### src/rtl/l2_arb_pkg.sv
// Shared types and defaults for the L2 line-port arbiter.
// The arbitration policy macro ARB_ROUND_ROBIN_EN is consumed in l2_arb_pick.
package l2_arb_pkg;

    localparam int unsigned ADDR_W_DEF = 32;
    localparam int unsigned LINE_W_DEF = 256;
    localparam int unsigned BE_W_DEF   = LINE_W_DEF / 8;

    typedef enum logic [1:0] {
        IDLE  = 2'd0,
        GNT_I = 2'd1,
        GNT_D = 2'd2,
        DONE  = 2'd3
    } arb_state_t;

    typedef enum logic {
        REQ_I = 1'b0,
        REQ_D = 1'b1
    } requester_t;

    function automatic requester_t other_side(input requester_t r);
        return (r == REQ_I) ? REQ_D : REQ_I;
    endfunction

endpackage

### src/rtl/l2_arb_pick.sv
// Combinational winner selection between the I-side and D-side line requests.
// ARB_ROUND_ROBIN_EN: defined -> alternate on contention; undefined -> D always beats I.
module l2_arb_pick
    import l2_arb_pkg::*;
(
    input  logic       i_req_i,
    input  logic       i_req_d,
    input  requester_t i_last_grant,
    output logic       o_any,
    output requester_t o_winner
);

`ifdef ARB_ROUND_ROBIN_EN
    always_comb begin
        o_any    = i_req_i | i_req_d;
        o_winner = REQ_D;
        if (i_req_i && i_req_d) begin
            o_winner = other_side(i_last_grant);
        end else if (i_req_i) begin
            o_winner = REQ_I;
        end
    end
`else
    // History is still tracked by the top; fixed priority simply ignores it.
    logic w_unused_last_grant;
    assign w_unused_last_grant = i_last_grant;

    always_comb begin
        o_any    = i_req_i | i_req_d;
        o_winner = REQ_D;
        if (i_req_i && !i_req_d) begin
            o_winner = REQ_I;
        end
    end
`endif

endmodule

### src/rtl/l2_arbiter.sv
// Shares the single L2 line port between the L1 I-miss and D-miss paths, one transaction at a time.
// Arbitration policy selected by ARB_ROUND_ROBIN_EN (see l2_arb_pick); default is fixed D-over-I.
module l2_arbiter
    import l2_arb_pkg::*;
#(
    parameter int unsigned ADDR_W = ADDR_W_DEF,
    parameter int unsigned LINE_W = LINE_W_DEF,
    parameter int unsigned BE_W   = BE_W_DEF
) (
    input  logic              clk,
    input  logic              rst,

    input  logic [ADDR_W-1:0] i_address,
    input  logic              i_read,
    output logic [LINE_W-1:0] i_rdata,
    output logic              i_resp,

    input  logic [ADDR_W-1:0] d_address,
    input  logic              d_read,
    input  logic              d_write,
    input  logic [LINE_W-1:0] d_wdata,
    output logic [LINE_W-1:0] d_rdata,
    output logic              d_resp,

    output logic [ADDR_W-1:0] l2_address,
    output logic              l2_read,
    output logic              l2_write,
    output logic [LINE_W-1:0] l2_wdata,
    output logic [BE_W-1:0]   l2_byte_enable,
    input  logic [LINE_W-1:0] l2_rdata,
    input  logic              l2_resp
);

    arb_state_t r_state;
    requester_t r_last_grant;

    logic       w_any;
    requester_t w_winner;
    logic       w_gnt_i;
    logic       w_gnt_d;

    l2_arb_pick u_pick (
        .i_req_i      (i_read),
        .i_req_d      (d_read | d_write),
        .i_last_grant (r_last_grant),
        .o_any        (w_any),
        .o_winner     (w_winner)
    );

    always_ff @(posedge clk or posedge rst) begin
        if (rst) begin
            r_state      <= IDLE;
            r_last_grant <= REQ_I;
        end else begin
            case (r_state)
                IDLE: begin
                    if (w_any) begin
                        r_state <= (w_winner == REQ_D) ? GNT_D : GNT_I;
                    end
                end
                GNT_I: begin
                    if (l2_resp) begin
                        r_state      <= DONE;
                        r_last_grant <= REQ_I;
                    end
                end
                GNT_D: begin
                    if (l2_resp) begin
                        r_state      <= DONE;
                        r_last_grant <= REQ_D;
                    end
                end
                DONE:    r_state <= IDLE;
                default: r_state <= IDLE;
            endcase
        end
    end

    assign w_gnt_i = (r_state == GNT_I);
    assign w_gnt_d = (r_state == GNT_D);

    // Everything below is decoded from the state, so an async reset drops the strobes at once.
    always_comb begin
        l2_address     = '0;
        l2_read        = 1'b0;
        l2_write       = 1'b0;
        l2_wdata       = '0;
        l2_byte_enable = '0;
        if (w_gnt_d) begin
            l2_address     = d_address;
            l2_read        = d_read & ~d_write;
            l2_write       = d_write;
            l2_wdata       = d_wdata;
            l2_byte_enable = '1;
        end else if (w_gnt_i) begin
            l2_address     = i_address;
            l2_read        = 1'b1;
            l2_byte_enable = '1;
        end
    end

    assign i_rdata = w_gnt_i ? l2_rdata : '0;
    assign d_rdata = w_gnt_d ? l2_rdata : '0;
    assign i_resp  = w_gnt_i & l2_resp;
    assign d_resp  = w_gnt_d & l2_resp;

endmodule
### config.mk
export PLATFORM = sky130hd
export DESIGN_NAME = l2_arbiter
export DESIGN_NICKNAME = d
export VERILOG_FILES = /design/src/rtl/l2_arb_pkg.sv /design/src/rtl/l2_arb_pick.sv /design/src/rtl/l2_arbiter.sv
export SDC_FILE = /design/constraint.sdc
export NUM_CORES = 1
export LEC_CHECK = 0
export ABC_AREA = 0
export CORE_AREA = 2 2 551 553
export DETAILED_ROUTE_END_ITERATION = 10
export DIE_AREA = 0 0 553 555
export SYNTH_ARGS = -nofsm -noshare
export SYNTH_HDL_FRONTEND = slang
export SYNTH_SLANG_ARGS = --single-unit
### constraint.sdc
create_clock -name clk -period 2 [get_ports clk]
set_clock_uncertainty 0.1 [all_clocks]
set_input_delay 0.4 -clock clk [delete_from_list [all_inputs] [get_ports clk]]
set_output_delay 0.4 -clock clk [all_outputs]
set_load 0.02 [all_outputs]
==> impl_results.md <==
- Status: complete, but fails checks
- Failing checks: setup timing
- FF-to-FF End: r_state[1]$_DFFE_PP0P_
- Largest regs: r_state: 2 flops
- Lkg Pwr: around 0.014 uW
- Final hold vios: 0
- Worst setup SP type: register
- R2R cell count: 9
- MaxCap Viol Count: 0
- CP max stage delay: 410 ps
- Post-synthesis average cell area: 5.98 sq um
- Largest net degree at the start of global routing: 38
- H-tree depth: 1
- Root Driver: clkbuf_16
- Vias after detailed routing: around 15,000
- HPWL Detailed: between 200,000 and 250,000 um
- Core area: 301,000 sq um
- FF+latch count, synth: 2
- Peak VDD IR: between 1.5 and 2 mV
- Final setup fails: about 840
- Async set or reset register ratio after synthesis: 1.00
- Wirelength per Cell: about 37 um
- Final instance area: 35,700 sq um
- PD cells: 1540 nW/um^2
- Rel. slew slack: 0.450
- CP Class: reg -> out
- Buf/Inv on CP: 6
- Syn. warnings: 0
- Met2 Track Usage GR: 0.223
- Largest Register: r_state
- Die area: between 300,000 and 400,000 sq um
- Most common cell in the synthesized netlist: and2_1
- Top_reg_cell synth: dfrtp_1
- Post-layout worst setup margin: -497 ps
- Final ANT Viol Nets: 0
- Number of port buffers: about 1,400
- Fin cells: around 6,600
- Synth-to-Final Area Change: 488%
- Crit-path leading delay family: buffers and inverters
- Reg-to-reg slack, setup: -120 ps
- # IOs: around 1,400
- Area share of the largest cell type after synthesis: 0.795
- Initial antenna violation count: approximately 230
- Syn Nets: ~1,600
- Share of layout cells above drive strength 1: 0.594
- Most used cell, CP: buf_12
- Yosys cell types: 18
- CTS tree: yes
- DR pass1 iterations: 5
- Most frequent cells after synthesis: and2_1 (770), nand2_1 (66), clkbuf_1 (52)
- GRT Util Overall: 0.151
- Power, Total: 55,100 uW
- Die height: around 560 um
- Final worst-path cycle share: 1.25
- Grt met3 use: 0.0747
- EDFF count, synth: 0
- CP required: approximately 1500 ps
- Initial core utilization: 0.0201
- Global route hottest layer: met2
- Die Wd: about 550 um
- Cts hold-fix bufs: 0
- Synth area leader: and2_1
- Synth top area cells: and2_1 (79%), buf_4 (4.5%), nand2_1 (4.1%)
- Post-layout min period: around 2500 ps
- Std cell rows: around 200
- WP data arrival: about 2000 ps
- Final WL: around 250,000 um
- TNS Setup: -293,210 ps
- Vias in the first global route: ~14,000
- Worst Max-Slew Pin Slew: around 820 ps
- Grt ovf: 0
- Final nets: roughly 3,100
- Max frequency: roughly 0.40 GHz
- Total CTS buffers: 3
- Max reg flops: 2
- Met1 Use GR: 0.185
- CP Capture Type: primary output
- Synth Cell Area: 6060 sq um
- CP max-delay cell: dfrtp_1
- Clock transition at the registers of the reported paths: 30 ps
- CP max FO: 8
- Max Transition Viols Final: 0
- Cell Area, Placed: between 30,000 and 40,000 sq um
- Worst skew pair latency: approximately 250 ps
- Synth Instances: between 1,000 and 1,500
- Max clock buf depth: 2
- DR vias/cell: 2.29
- Drt drc: 0
- RSZ-0062 raised after global routing: true
- CTS sink count: 2
- Placed cell count: roughly 6,400
- Seq/Total Area, Yosys: 0.00826
- Worst r2r src: r_state[0]$_DFFE_PP0P_
- Starting DRT DRC Count: ~690
- First-pass GRT wire length: approximately 270,000 um
- CP Cell Sequence: inv_2 > ha_4 > buf_12 > buf_16 > buf_12 > buf_16 > and2_4 > buf_12
- RePlAce Congestion: about 1.0
- Hold Path Class: in -> async
## power by group
group	internal, uW	switching [uW]	leakage [uW]
Sequential	63.5	21.6	0.0000241
Clock	254	47.3	0.0000375
Combinational	27300	27400	0.0137
Total	27600	27500	0.0138
## how the worst max path moves through the flow
stage | from | endpoint | cells past startpoint
final | r_state[0]$_DFFE_PP0P_ | d_rdata[78] | 8
after global routing | r_state[0]$_DFFE_PP0P_ | d_rdata[157] | 8
after CTS | r_state[1]$_DFFE_PP0P_ | l2_address[27] | 10
after detailed placement | r_state[1]$_DFFE_PP0P_ | l2_address[4] | 7
after global placement | r_state[1]$_DFFE_PP0P_ | l2_address[4] | 7
after floorplan | r_state[0]$_DFFE_PP0P_ | l2_address[14] | 6
## routing by layer
layer	up-vias	wire [um]	part of all wire
met1	6957	103000	0.42
li1	6173	-	-
met4	144	10900	0.045
met3	454	27100	0.11
met5	-	1070	0.0043
met2	1348	103000	0.42
## through the flow
step | hold slack, ps | util | setup slack [ps]
CTS | 259 | 0.112 | -494
global placement | 482 | 0.104 | -1070
floorplan | 41.2 | - | -74.2
finish | 236 | 0.118 | -497
global route | 261 | 0.118 | -547
detailed placement | 485 | 0.104 | -1050
## cells in the final DEF, fill, tap and decap left out, types with 2 or more instances in the layout
master,synthesis,final
clkbuf_2,29,4
nand2_1,66,35
and2_1,770,396
o21ai_1,1,8
nand2_2,0,14
o21ai_4,0,15
dfrtp_1,2,2
clkbuf_16,0,29
diode_2,0,82
and2_4,0,371
ha_4,0,3
clkdlybuf4s15_2,0,2
nand2_4,0,14
and2_2,0,3
buf_16,0,43
bufbuf_16,0,2
nand2_8,0,3
dlymetal6s2s_1,0,2
inv_1,5,2
buf_6,0,172
o21ai_2,0,9
clkdlybuf4s50_1,0,581
inv_2,0,3
buf_2,10,32
buf_12,0,616
buf_4,36,145
buf_8,0,23
## kinds of logic after synthesis
kind of cell	Yosys count	share of synthesized area
simple gates	839	0.839
buf+inv	132	0.112
compound gates	36	0.0324
fa+ha+maj	3	0.00619
flops	2	0.00826
mux	1	0.00186
## worst reg2reg max path, stage by stage (launching register included)
cell	delay, ps
dfrtp_1	400
inv_2	70
buf_4	130
buf_4	140
ha_4	240
buf_12	140
bufbuf_16	280
buf_4	160
o2bb2ai_2	130
a22o_1	220
## repair_timing
item / CTS / global route
pin swaps: 63 / 37
resized for setup: 1378 / 345
setup endpoints to repair: 836 / 838
setup buffers: 59 / 34
gates cloned: 33 / 32
hold endpoints to repair: 0 / 0
## cell type report
class                   count  area [sq um]
fillers                 34246        266000
repair buffers           1648         23600
multi-input cells         879          6700
well taps                3978          4980
diodes                     82           205
clock buffers               3          75.1
flip-flops and latches      2          50.0
inverters                   5          18.8
No activity file was read; power rests on OpenSTA's default activity.
